## src/rtl/tlv_host_pkg.sv

```systemverilog
`default_nettype none
// ============================================================================
// Module  : tlv_host_pkg
// Brief   : Type codes, status codes and FSM encoding for tlv_host_loader.
// Revision: 1.0 - initial release
// ============================================================================
package tlv_host_pkg;

    localparam logic [7:0] c_type_clear = 8'h7D;
    localparam logic [7:0] c_type_dump  = 8'h7E;
    localparam logic [7:0] c_type_start = 8'h7F;

    localparam logic [7:0] c_st_ok       = 8'h00;
    localparam logic [7:0] c_st_bad_type = 8'hE1;
    localparam logic [7:0] c_st_overflow = 8'hE2;

    typedef enum logic [2:0] {
        S_IDLE    = 3'd0,
        S_LEN0    = 3'd1,
        S_LEN1    = 3'd2,
        S_VALUE   = 3'd3,
        S_DISCARD = 3'd4,
        S_RESP    = 3'd5,
        S_DUMP    = 3'd6
    } state_t;

endpackage
`default_nettype wire

```

## src/rtl/tlv_cycle_counter.sv

```systemverilog
`default_nettype none
// ============================================================================
// Module  : tlv_cycle_counter
// Brief   : Saturating interval counter opened by evt_start, closed by evt_stop.
// Revision: 1.0 - initial release
// ============================================================================
module tlv_cycle_counter #(
    parameter int CNT_W = 64
) (
    input  logic             clk,
    input  logic             rst,
    input  logic             evt_start,
    input  logic             evt_stop,
    output logic [CNT_W-1:0] value
);

    logic [CNT_W-1:0] value_q, value_d;
    logic             running_q, running_d;

    always_comb begin
        value_d   = value_q;
        running_d = running_q;
        if (evt_start) begin
            value_d   = '0;
            running_d = 1'b1;
        end else if (running_q) begin
            // The closing cycle itself is counted, so start..stop N cycles apart reads N.
            if (value_q != {CNT_W{1'b1}}) begin
                value_d = value_q + CNT_W'(1);
            end
            if (evt_stop) begin
                running_d = 1'b0;
            end
        end
    end

    always_ff @(posedge clk) begin
        if (rst) begin
            value_q   <= '0;
            running_q <= 1'b0;
        end else begin
            value_q   <= value_d;
            running_q <= running_d;
        end
    end

    assign value = value_q;

endmodule
`default_nettype wire

```

## src/rtl/tlv_host_loader.sv

```systemverilog
`default_nettype none
// ============================================================================
// Module  : tlv_host_loader
// Brief   : TLV byte-stream decoder packing payloads into per-channel memories,
//           with core start, profile counters and UART status/dump replies.
// Revision: 1.0 - initial release
// ============================================================================
module tlv_host_loader #(
    parameter int NUM_CH  = 2,
    parameter int WORD_W  = 32,
    parameter int ADDR_W  = 4,
    parameter int LEN_W   = 16,
    parameter int NUM_CNT = 3,
    parameter int CNT_W   = 64
) (
    input  logic                                     clk,
    input  logic                                     rst,
    input  logic                                     rx_valid,
    input  logic [7:0]                               rx_data,
    output logic                                     tx_valid,
    output logic [7:0]                               tx_data,
    input  logic                                     tx_done,
    output logic                                     wr_en,
    output logic [((NUM_CH > 1) ? $clog2(NUM_CH) : 1)-1:0] wr_ch,
    output logic [ADDR_W-1:0]                        wr_addr,
    output logic [WORD_W-1:0]                        wr_data,
    output logic                                     start,
    input  logic [NUM_CNT-1:0]                       evt_start,
    input  logic [NUM_CNT-1:0]                       evt_stop,
    output logic                                     busy,
    output logic                                     rx_drop
);
    import tlv_host_pkg::*;

    localparam int CH_W       = (NUM_CH > 1) ? $clog2(NUM_CH) : 1;
    localparam int LANES      = WORD_W / 8;
    localparam int LANE_W     = (LANES > 1) ? $clog2(LANES) : 1;
    localparam int DUMP_BYTES = NUM_CNT * CNT_W / 8;
    localparam int DIDX_W     = (DUMP_BYTES > 1) ? $clog2(DUMP_BYTES) : 1;

    state_t                         state_q, state_d;
    logic [7:0]                     type_q, type_d;
    logic [7:0]                     len_lo_q, len_lo_d;
    logic [LEN_W-1:0]               rem_q, rem_d;
    logic [LANE_W-1:0]              lane_q, lane_d;
    logic [WORD_W-1:0]              buf_q, buf_d;
    logic [7:0]                     status_q, status_d;
    logic [CH_W-1:0]                ch_q, ch_d;
    logic [NUM_CH-1:0][ADDR_W-1:0]  ptr_q, ptr_d;
    logic [NUM_CH-1:0]              sat_q, sat_d;
    logic [DIDX_W-1:0]              dump_idx_q, dump_idx_d;
    logic                           tx_valid_q, tx_valid_d;
    logic [7:0]                     tx_data_q, tx_data_d;
    logic                           wr_en_q, wr_en_d;
    logic [CH_W-1:0]                wr_ch_q, wr_ch_d;
    logic [ADDR_W-1:0]              wr_addr_q, wr_addr_d;
    logic [WORD_W-1:0]              wr_data_q, wr_data_d;
    logic                           start_q, start_d;
    logic                           rx_drop_q, rx_drop_d;

    logic [NUM_CNT*CNT_W-1:0]       w_cnt_flat;
    logic [LEN_W-1:0]               w_len;
    logic [WORD_W-1:0]              w_word;
    logic                           w_is_write;
    logic                           w_is_ctrl;

    for (genvar i = 0; i < NUM_CNT; i++) begin : g_cnt
        tlv_cycle_counter #(.CNT_W(CNT_W)) u_cnt (
            .clk       (clk),
            .rst       (rst),
            .evt_start (evt_start[i]),
            .evt_stop  (evt_stop[i]),
            .value     (w_cnt_flat[i*CNT_W +: CNT_W])
        );
    end

    always_comb begin
        w_len      = LEN_W'({rx_data, len_lo_q});
        w_is_write = (type_q != 8'h00) && (type_q <= 8'(NUM_CH));
        w_is_ctrl  = (type_q == c_type_clear) || (type_q == c_type_dump) ||
                     (type_q == c_type_start);
        w_word     = buf_q;
        w_word[{lane_q, 3'b000} +: 8] = rx_data;

        state_d    = state_q;
        type_d     = type_q;
        len_lo_d   = len_lo_q;
        rem_d      = rem_q;
        lane_d     = lane_q;
        buf_d      = buf_q;
        status_d   = status_q;
        ch_d       = ch_q;
        ptr_d      = ptr_q;
        sat_d      = sat_q;
        dump_idx_d = dump_idx_q;
        tx_valid_d = tx_valid_q;
        tx_data_d  = tx_data_q;
        wr_en_d    = 1'b0;
        wr_ch_d    = wr_ch_q;
        wr_addr_d  = wr_addr_q;
        wr_data_d  = wr_data_q;
        start_d    = 1'b0;
        rx_drop_d  = rx_drop_q;

        case (state_q)
            S_IDLE: begin
                if (rx_valid && (rx_data != 8'h00)) begin
                    type_d  = rx_data;
                    state_d = S_LEN0;
                end
            end
            S_LEN0: begin
                if (rx_valid) begin
                    len_lo_d = rx_data;
                    state_d  = S_LEN1;
                end
            end
            S_LEN1: begin
                if (rx_valid) begin
                    status_d = c_st_ok;
                    rem_d    = w_len;
                    lane_d   = '0;
                    buf_d    = '0;
                    if (w_is_write) begin
                        ch_d    = CH_W'(type_q - 8'd1);
                        state_d = (w_len == '0) ? S_RESP : S_VALUE;
                    end else if (!w_is_ctrl || (w_len != '0)) begin
                        status_d = c_st_bad_type;
                        state_d  = (w_len == '0) ? S_RESP : S_DISCARD;
                    end else if (type_q == c_type_clear) begin
                        ptr_d   = '0;
                        sat_d   = '0;
                        state_d = S_RESP;
                    end else if (type_q == c_type_start) begin
                        start_d = 1'b1;
                        state_d = S_RESP;
                    end else begin
                        dump_idx_d = '0;
                        state_d    = S_DUMP;
                    end
                end
            end
            S_VALUE: begin
                if (rx_valid) begin
                    rem_d = rem_q - LEN_W'(1);
                    if ((lane_q == LANE_W'(LANES - 1)) || (rem_q == LEN_W'(1))) begin
                        buf_d  = '0;
                        lane_d = '0;
                        // Once the last address has been written the channel is full.
                        if (sat_q[ch_q]) begin
                            status_d = c_st_overflow;
                        end else begin
                            wr_en_d   = 1'b1;
                            wr_ch_d   = ch_q;
                            wr_addr_d = ptr_q[ch_q];
                            wr_data_d = w_word;
                            if (ptr_q[ch_q] == {ADDR_W{1'b1}}) begin
                                sat_d[ch_q] = 1'b1;
                            end else begin
                                ptr_d[ch_q] = ptr_q[ch_q] + ADDR_W'(1);
                            end
                        end
                    end else begin
                        buf_d  = w_word;
                        lane_d = lane_q + LANE_W'(1);
                    end
                    if (rem_q == LEN_W'(1)) begin
                        state_d = S_RESP;
                    end
                end
            end
            S_DISCARD: begin
                if (rx_valid) begin
                    rem_d = rem_q - LEN_W'(1);
                    if (rem_q == LEN_W'(1)) begin
                        state_d = S_RESP;
                    end
                end
            end
            S_RESP: begin
                if (rx_valid) begin
                    rx_drop_d = 1'b1;
                end
                if (!tx_valid_q) begin
                    tx_valid_d = 1'b1;
                    tx_data_d  = status_q;
                end else if (tx_done) begin
                    tx_valid_d = 1'b0;
                    state_d    = S_IDLE;
                end
            end
            S_DUMP: begin
                if (rx_valid) begin
                    rx_drop_d = 1'b1;
                end
                // tx_valid drops for a cycle between bytes so each request is a fresh edge.
                if (!tx_valid_q) begin
                    tx_valid_d = 1'b1;
                    tx_data_d  = w_cnt_flat[{dump_idx_q, 3'b000} +: 8];
                end else if (tx_done) begin
                    tx_valid_d = 1'b0;
                    if (dump_idx_q == DIDX_W'(DUMP_BYTES - 1)) begin
                        state_d = S_IDLE;
                    end else begin
                        dump_idx_d = dump_idx_q + DIDX_W'(1);
                    end
                end
            end
            default: state_d = S_IDLE;
        endcase
    end

    always_ff @(posedge clk) begin
        if (rst) begin
            state_q    <= S_IDLE;
            type_q     <= '0;
            len_lo_q   <= '0;
            rem_q      <= '0;
            lane_q     <= '0;
            buf_q      <= '0;
            status_q   <= '0;
            ch_q       <= '0;
            ptr_q      <= '0;
            sat_q      <= '0;
            dump_idx_q <= '0;
            tx_valid_q <= 1'b0;
            tx_data_q  <= '0;
            wr_en_q    <= 1'b0;
            wr_ch_q    <= '0;
            wr_addr_q  <= '0;
            wr_data_q  <= '0;
            start_q    <= 1'b0;
            rx_drop_q  <= 1'b0;
        end else begin
            state_q    <= state_d;
            type_q     <= type_d;
            len_lo_q   <= len_lo_d;
            rem_q      <= rem_d;
            lane_q     <= lane_d;
            buf_q      <= buf_d;
            status_q   <= status_d;
            ch_q       <= ch_d;
            ptr_q      <= ptr_d;
            sat_q      <= sat_d;
            dump_idx_q <= dump_idx_d;
            tx_valid_q <= tx_valid_d;
            tx_data_q  <= tx_data_d;
            wr_en_q    <= wr_en_d;
            wr_ch_q    <= wr_ch_d;
            wr_addr_q  <= wr_addr_d;
            wr_data_q  <= wr_data_d;
            start_q    <= start_d;
            rx_drop_q  <= rx_drop_d;
        end
    end

    assign tx_valid = tx_valid_q;
    assign tx_data  = tx_data_q;
    assign wr_en    = wr_en_q;
    assign wr_ch    = wr_ch_q;
    assign wr_addr  = wr_addr_q;
    assign wr_data  = wr_data_q;
    assign start    = start_q;
    assign busy     = (state_q != S_IDLE);
    assign rx_drop  = rx_drop_q;

endmodule
`default_nettype wire

```

## config.mk

```make
export PLATFORM = sky130hd
export DESIGN_NAME = tlv_host_loader
export DESIGN_NICKNAME = d
export VERILOG_FILES = /design/src/rtl/tlv_host_pkg.sv /design/src/rtl/tlv_cycle_counter.sv /design/src/rtl/tlv_host_loader.sv
export SDC_FILE = /design/constraint.sdc
export NUM_CORES = 1
export LEC_CHECK = 0
export CELL_PAD_IN_SITES_DETAIL_PLACEMENT = 0
export CELL_PAD_IN_SITES_GLOBAL_PLACEMENT = 1
export CORE_ASPECT_RATIO = 1.75
export CORE_MARGIN = 5
export CORE_UTILIZATION = 30
export CTS_CLUSTER_DIAMETER = 120
export CTS_CLUSTER_SIZE = 28
export DETAILED_ROUTE_END_ITERATION = 8
export PLACE_DENSITY_LB_ADDON = 0.1
export RECOVER_POWER = 50
export SLEW_MARGIN = 30
export SYNTH_ARGS = -nofsm -noshare
export SYNTH_HDL_FRONTEND = slang
export SYNTH_SLANG_ARGS = --single-unit
export TNS_END_PERCENT = 50
```

## constraint.sdc

```tcl
create_clock -name clk -period 4.26 [get_ports clk]
set_input_delay 1.065 -clock clk [delete_from_list [all_inputs] [get_ports clk]]
set_output_delay 1.065 -clock clk [all_outputs]
set_load 0.05 [all_outputs]
```

==> Word-level counts from Yosys, hierarchy flattened <==
Index checks and enable logic that the tools add are counted.
{ "word_totals": {"output_inout_bits": 50, "regBits": 337, "in_bits": 18, "elab_cells": 216} }
{ "op_classes": {"add_sub_neg": 9, "eq_ne": 40, "n_reduce_logical": 41, "muxes": 88, "shifts": 3, "bitwise_logic": 6, "order_cmp": 3} }
{ "op_table": {"columns": ["cell", "n"], "rows": [
  ["64-bit by 1-bit adder with 64-bit output, second input constant", 3],
  ["64-bit inequality test, second input constant", 3],
  ["192-bit by 9-bit indexed part select with 8-bit output", 1],
  ["8-bit 2-to-1 mux", 16],
  ["32-bit 2-to-1 mux", 3],
  ["32-bit case mux with 2 select lines", 1],
  ["8-bit case mux with 2 select lines", 3],
  ["2-bit inequality test, second input constant", 22],
  ["5-bit 2-to-1 mux", 8],
  ["3-bit 2-to-1 mux", 12],
  ["32-bit bitwise mux", 1],
  ["16-bit 2-to-1 mux", 2],
  ["16-bit case mux with 2 select lines", 1],
  ["8-bit by 7-bit variable shift with 32-bit output, first input constant", 1],
  ["8-bit by 7-bit indexed part select with 32-bit output", 1],
  ["2-bit 2-to-1 mux", 14],
  ["9-bit AND reduction", 3],
  ["8-bit by 7-bit == test with 1-bit output, second input constant", 3],
  ["3-bit case mux with 6 select lines", 1],
  ["1-bit 2-to-1 mux", 17],
  ["16-bit by 1-bit == test with 1-bit output, second input constant", 1],
  ["16-bit zero test", 1],
  ["16-bit nonzero test", 1],
  ["8-bit nonzero test", 2],
  ["other kinds (38)", 69]
]} }

==> Logic depth before layout (Yosys ltp) <==
{ "logic_depth": {"word_depth": 10, "ltp_mapped": 10, "mapped_depth_nobuf": 8} }

==> Hierarchy <==
A second synthesis with hierarchy kept.
{ "unflattened": {"cells_unflattened": 2225, "hier_area_um2": 18666.7} }
{ "by_module_without_submodules": {"columns": ["module", "area_per_inst_um2", "seq_area_each_um2", "cells_per_inst", "n_inst"], "rows": [
  ["tlv_cycle_counter", 3522.1, 1301.2, 434, 3],
  ["tlv_host_loader", 8100.3, 2742.6, 923, 1]
]} }

==> Worst setup path after synthesis <==
Ideal clock, no wire load.
{ "synth_timing": {"path_type": "input to register", "start": "input port rx_data[7]", "end": "register dump_idx_q[2]", "arrival_time_ns": 3.010, "stages": 7, "required_time_ns": 4.144, "setup_time_ns": 0.116, "slack_ns": 1.134, "cell_sequence": "clkbuf_1 -> nor4_1 -> nand4_1 -> or3b_1 -> a21oi_1 -> o21ai_1 -> a31o_2"} }
{ "synth_between": {"elab_chain_len": 4} }
{ "synth_lines": {"columns": ["element", "line_no", "rtl"], "rows": [
  ["from (decl)", "tlv_host_loader.sv:19", "input logic [7:0] rx_data,"],
  ["16-bit nonzero test", "tlv_host_loader.sv:127", "end else if (!w_is_ctrl || (w_len != '0)) begin"],
  ["1-bit logical OR", "tlv_host_loader.sv:127", null],
  ["2-bit inequality test (no source line)", null, null],
  ["9-bit AND reduction (no source line)", null, null],
  ["to (signal assigned)", "tlv_host_loader.sv:245", "dump_idx_q <= dump_idx_d;"],
  ["to (decl)", "tlv_host_loader.sv:51", "logic [DIDX_W-1:0] dump_idx_q, dump_idx_d;"]
]} }
No other way between the ends.
A chain may end at the register's enable or synchronous reset.

==> Worst setup path after layout <==
{ "layout_timing": {"start": "register g_cnt[0].u_cnt.value_q[29]", "end": "register g_cnt[0].u_cnt.value_q[43]"} }
{ "layout_between": {"elab_chain_len": 2, "elab_cells_between_ends": 3, "cone_classes": "add/sub: 1; eq/ne: 1; reduce/logical: 1"} }
{ "layout_lines": {"columns": ["element", "line_no", "rtl"], "rows": [
  ["from (decl)", "tlv_cycle_counter.sv:17", "logic [CNT_W-1:0] value_q, value_d;"],
  ["from (signal assigned)", "tlv_cycle_counter.sv:42", "value_q <= value_d;"],
  ["branches (longest 2 deep; another with 64-bit by 1-bit adder with 64-bit output)", null, null]
]} }
Several ways; the timed one is not identified.

==> run_results.csv <==
group,metric,value,unit
worst_hold_path,worstHoldStart,"buf_q[16]$_SDFFE_PP0P_",
global_route,use_met2,37.2,%
die,die_area,0.0652,sq mm
detailed_routing,viasPerCell,5.49,
clock_tree,clkLatencyLatePin,0.55,ns
sta,period_needed,3.61,ns
clock_tree,cts_buffers,15,
placed_design,hpwl,47.7,mm
setup_path,r2r_end,"g_cnt[0].u_cnt.value[43]$_SDFFE_PP0P_",
sta,hold_viol,0,
setup_path,critPathKind,"reg -> reg",
setup_path,r2r-start,"g_cnt[0].u_cnt.value[29]$_SDFFE_PP0P_",
global_route,grt_max_degree,89,
global_route,top_usage_layer,"met2",
detailed_routing,drc,0,
setup_path,critPathSlowestCell,"nor4_1",
sta,fmax,277,MHz
clock_tree,cts.sinks,332,
setup_path,r2r_cells,7,
die,die_h,334,um
setup_path,path_buf_inv,1,
clock_tree,cts_tree,"yes",
final_layout,area_delta_synth_final,10.4,%
die,initial_core_util,30.3,%
die,ioPinCount,68,
logic_synthesis,syn_avg_cell_area,8.10,sq um
setup_path,slowest_delay,1.24,ns
power_and_ir_drop,ir_drop,0.000255,V
sta,timing.final.ws_setup,0.653,ns
worst_hold_path,min_to,"buf_q[16]$_SDFFE_PP0P_",
sta,setup-violations-final,0,
logic_synthesis,synth_edf_count,0,
logic_synthesis,async_flop_share,0,%
final_layout,final_area,0.0199,sq mm
logic_synthesis,syn_area,0.0180,sq mm
global_route,grt_pass1_vias,16200,
clock_tree,clk_pin_slew_worst_paths,0.12,ns
setup_path,crit_family,"simple AND/OR/NAND/NOR gates",
clock_tree,cts-resized-gates,0,
logic_synthesis,yosys-top-cells-area,"dfxtp_1, nor2_1, nand2_1",
flow_run,cap_viol_max_count,2,
global_route,antenna_found_initial,0,
setup_path,cp-end-kind,"flop",
global_route,grt_usage,18.9,%
detailed_routing,post_drt_wl_per_cell,21.2,um
setup_path,worstPathArrival,4.10,ns
detailed_routing,drtAntennaViolNets,0,
setup_path,crit_required,4.75,ns
die,coreArea,0.0594,sq mm
worst_hold_path,hp-class,"reg -> reg",
clock_tree,cts_root_buf,"clkbuf_16",
die,die_x,195,um
power_and_ir_drop,pwr_density_cell,274,mW/mm^2
setup_path,start_kind,"flop",
logic_synthesis,syn-num-nets,2253,
final_layout,drive_above_1_share,6.25,%
logic_synthesis,synth_flop_cell,"dfxtp_1",
clock_tree,post_cts_buffers,0,
logic_synthesis,yosysTopAreaCellShare,36.9,%
sta,tns,0,ns
global_route,met1_usage,20.4,%
placed_design,place_congestion,0.855,
placed_design,portBuffers,67,
worst_hold_path,whs_path_depth,2,
logic_synthesis,ys_warn_count,0,
setup_path,cp_max_fo,18,
final_layout,diodes,0,
sta,slew-limit-headroom,-44.4,%
clock_tree,cts-hold-fix-buffers,0,
sta,post-route-period-util,84.7,%
sta,fin_skew,0.0289,ns
logic_synthesis,synthCells,2222,
die,num_rows,118,
setup_path,crit_chain,"nand4_1, nor4_1, nand4_2, buf_4, o211ai_2, o21ai_0, a21oi_1",
detailed_routing,via_count,16500,
placed_design,place_area,0.0196,sq mm
logic_synthesis,yosys_register_bits,332,
detailed_routing,dr.pass1.iters,5,
global_route,use_met3,1.39,%
logic_synthesis,seq_area_frac_synth,36.9,%
placed_design,preCtsSetupSlack,0.441,ns
status,failed_checks,"capacitance limit, slew limit",
setup_path,r2r_slack,0.65,ns
clock_tree,cts_max_path_buffers,3,
clock_tree,htree_num_levels,1,
final_layout,nets,2253,
sta,slew_violations,79,
detailed_routing,routed_wl,63.7,mm
logic_synthesis,synth_top_area_cell,"dfxtp_1",
sta,rsz0062_at_grt,"no",
sta,tightest_slew,2.17,ns
global_route,grt-ovfl-total,0,
detailed_routing,initialDrtViolationCount,884,
global_route,grt_first_pass_wirelength,98.5,mm
logic_synthesis,yosysUniqueCellTypes,85,
status,status,"complete, but fails checks",
final_layout,fill_cells,6332,
power_and_ir_drop,p_total,5.44,mW
power_and_ir_drop,p_leak,5.87,nW
## layout by cell type, fill, tap and decap left out, drive strengths merged, types with 40 or more instances in the layout
| master | count |
|---|---|
| a21oi | 130 |
| buf | 49 |
| dfxtp | 332 |
| inv | 62 |
| mux2i | 58 |
| nand2 | 218 |
| nand3 | 111 |
| nand4 | 75 |
| nor2 | 263 |
| nor3 | 133 |
| nor4 | 40 |
| o21ai | 103 |
| or3 | 53 |
| xnor2 | 57 |
| xor2 | 51 |
## per-stage QoR
stage,hold WS (ns),cells,utilization [%]
2_1_floorplan,0.432,2222,-
3_3_place_gp,0.437,2985,32.9
3_5_place_dp,0.443,2985,33.0
4_1_cts,0.459,3003,33.6
5_1_grt,0.479,3003,33.5
6_report,0.456,3003,33.5
## final cells by class
type / instances / area [sq um] / area share [%]
clock buffers: 17 / 383 / 1.93
clock inverters: 1 / 5.00 / 0.0252
inverters: 63 / 236 / 1.19
multi-input cells: 1688 / 10600 / 53.1
flip-flops and latches: 332 / 6650 / 33.5
well taps: 780 / 976 / 4.91
repair buffers: 122 / 1070 / 5.39
## sequential cells by signal, indices dropped and copies added (netlist names)
register / cells
buf_q: 32
ch_q: 1
dump_idx_q: 5
g_cnt.u_cnt.running_q: 3
g_cnt.u_cnt.value: 192
lane_q: 2
len_lo_q: 8
ptr_q: 8
rem_q: 16
rx_drop: 1
sat_q: 2
start: 1
state_q: 3
status_q: 3
tx_data: 8
tx_valid: 1
type_q: 8
wr_addr: 4
wr_ch: 1
wr_data: 32
wr_en: 1
## worst max path at each step
stage,startpoint,endpoint,slack [ns],cells past startpoint
floorplan,rx_data[7],dump_idx_q[2]$_SDFFE_PP0P_,1.13,7
global route,g_cnt[0].u_cnt.value[28]$_SDFFE_PP0P_,g_cnt[0].u_cnt.value[18]$_SDFFE_PP0P_,0.43,8
finish,g_cnt[0].u_cnt.value[29]$_SDFFE_PP0P_,g_cnt[0].u_cnt.value[43]$_SDFFE_PP0P_,0.65,7
CTS,state_q[2]$_SDFFE_PP0P_,busy,0.91,2
detailed placement,rx_data[0],dump_idx_q[2]$_SDFFE_PP0P_,0.44,7
global placement,rx_data[0],dump_idx_q[2]$_SDFFE_PP0P_,0.47,7
## tightest hold or removal path, stage by stage, from the launching register on
cell and delay (ns):
dfxtp_1 0.33, nand2_1 0.05, a21oi_1 0.05
## cell usage after synthesis, types with 18 or more instances
master	count
a211oi_1	24
a21oi_1	130
a22oi_1	18
and2_1	18
and3_1	23
and4_1	19
buf_2	19
clkbuf_1	99
dfxtp_1	332
inv_1	62
mux2i_1	58
mux4_2	35
nand2_1	218
nand3_1	109
nand4_1	73
nor2_1	263
nor3_1	132
nor4_1	33
o211ai_1	34
o21ai_0	92
o31ai_1	21
or3_1	53
or4_1	33
xnor2_1	57
xor2_1	51
## routing by layer
metal	share of wire, %	routed length (um)
met5	0	0
met4	4.6	2910
met3	2.6	1670
met2	55	35000
met1	38	24200
## cell families after synthesis
kind of cell / after synthesis / synth area share, %
flops: 332 / 36.9
compound gates: 422 / 15.0
simple gates: 1045 / 29.3
fa+ha+maj: 13 / 0.903
buf+inv: 202 / 4.56
mux: 100 / 8.12
xor+xnor: 108 / 5.25
## power by group
part,internal [mW],total [mW],switching [mW]
combinational,0.170,0.509,0.338
clock,0.653,1.76,1.11
sequential,3.14,3.18,0.0376
Note: power is estimated with default switching activity, not from simulation.
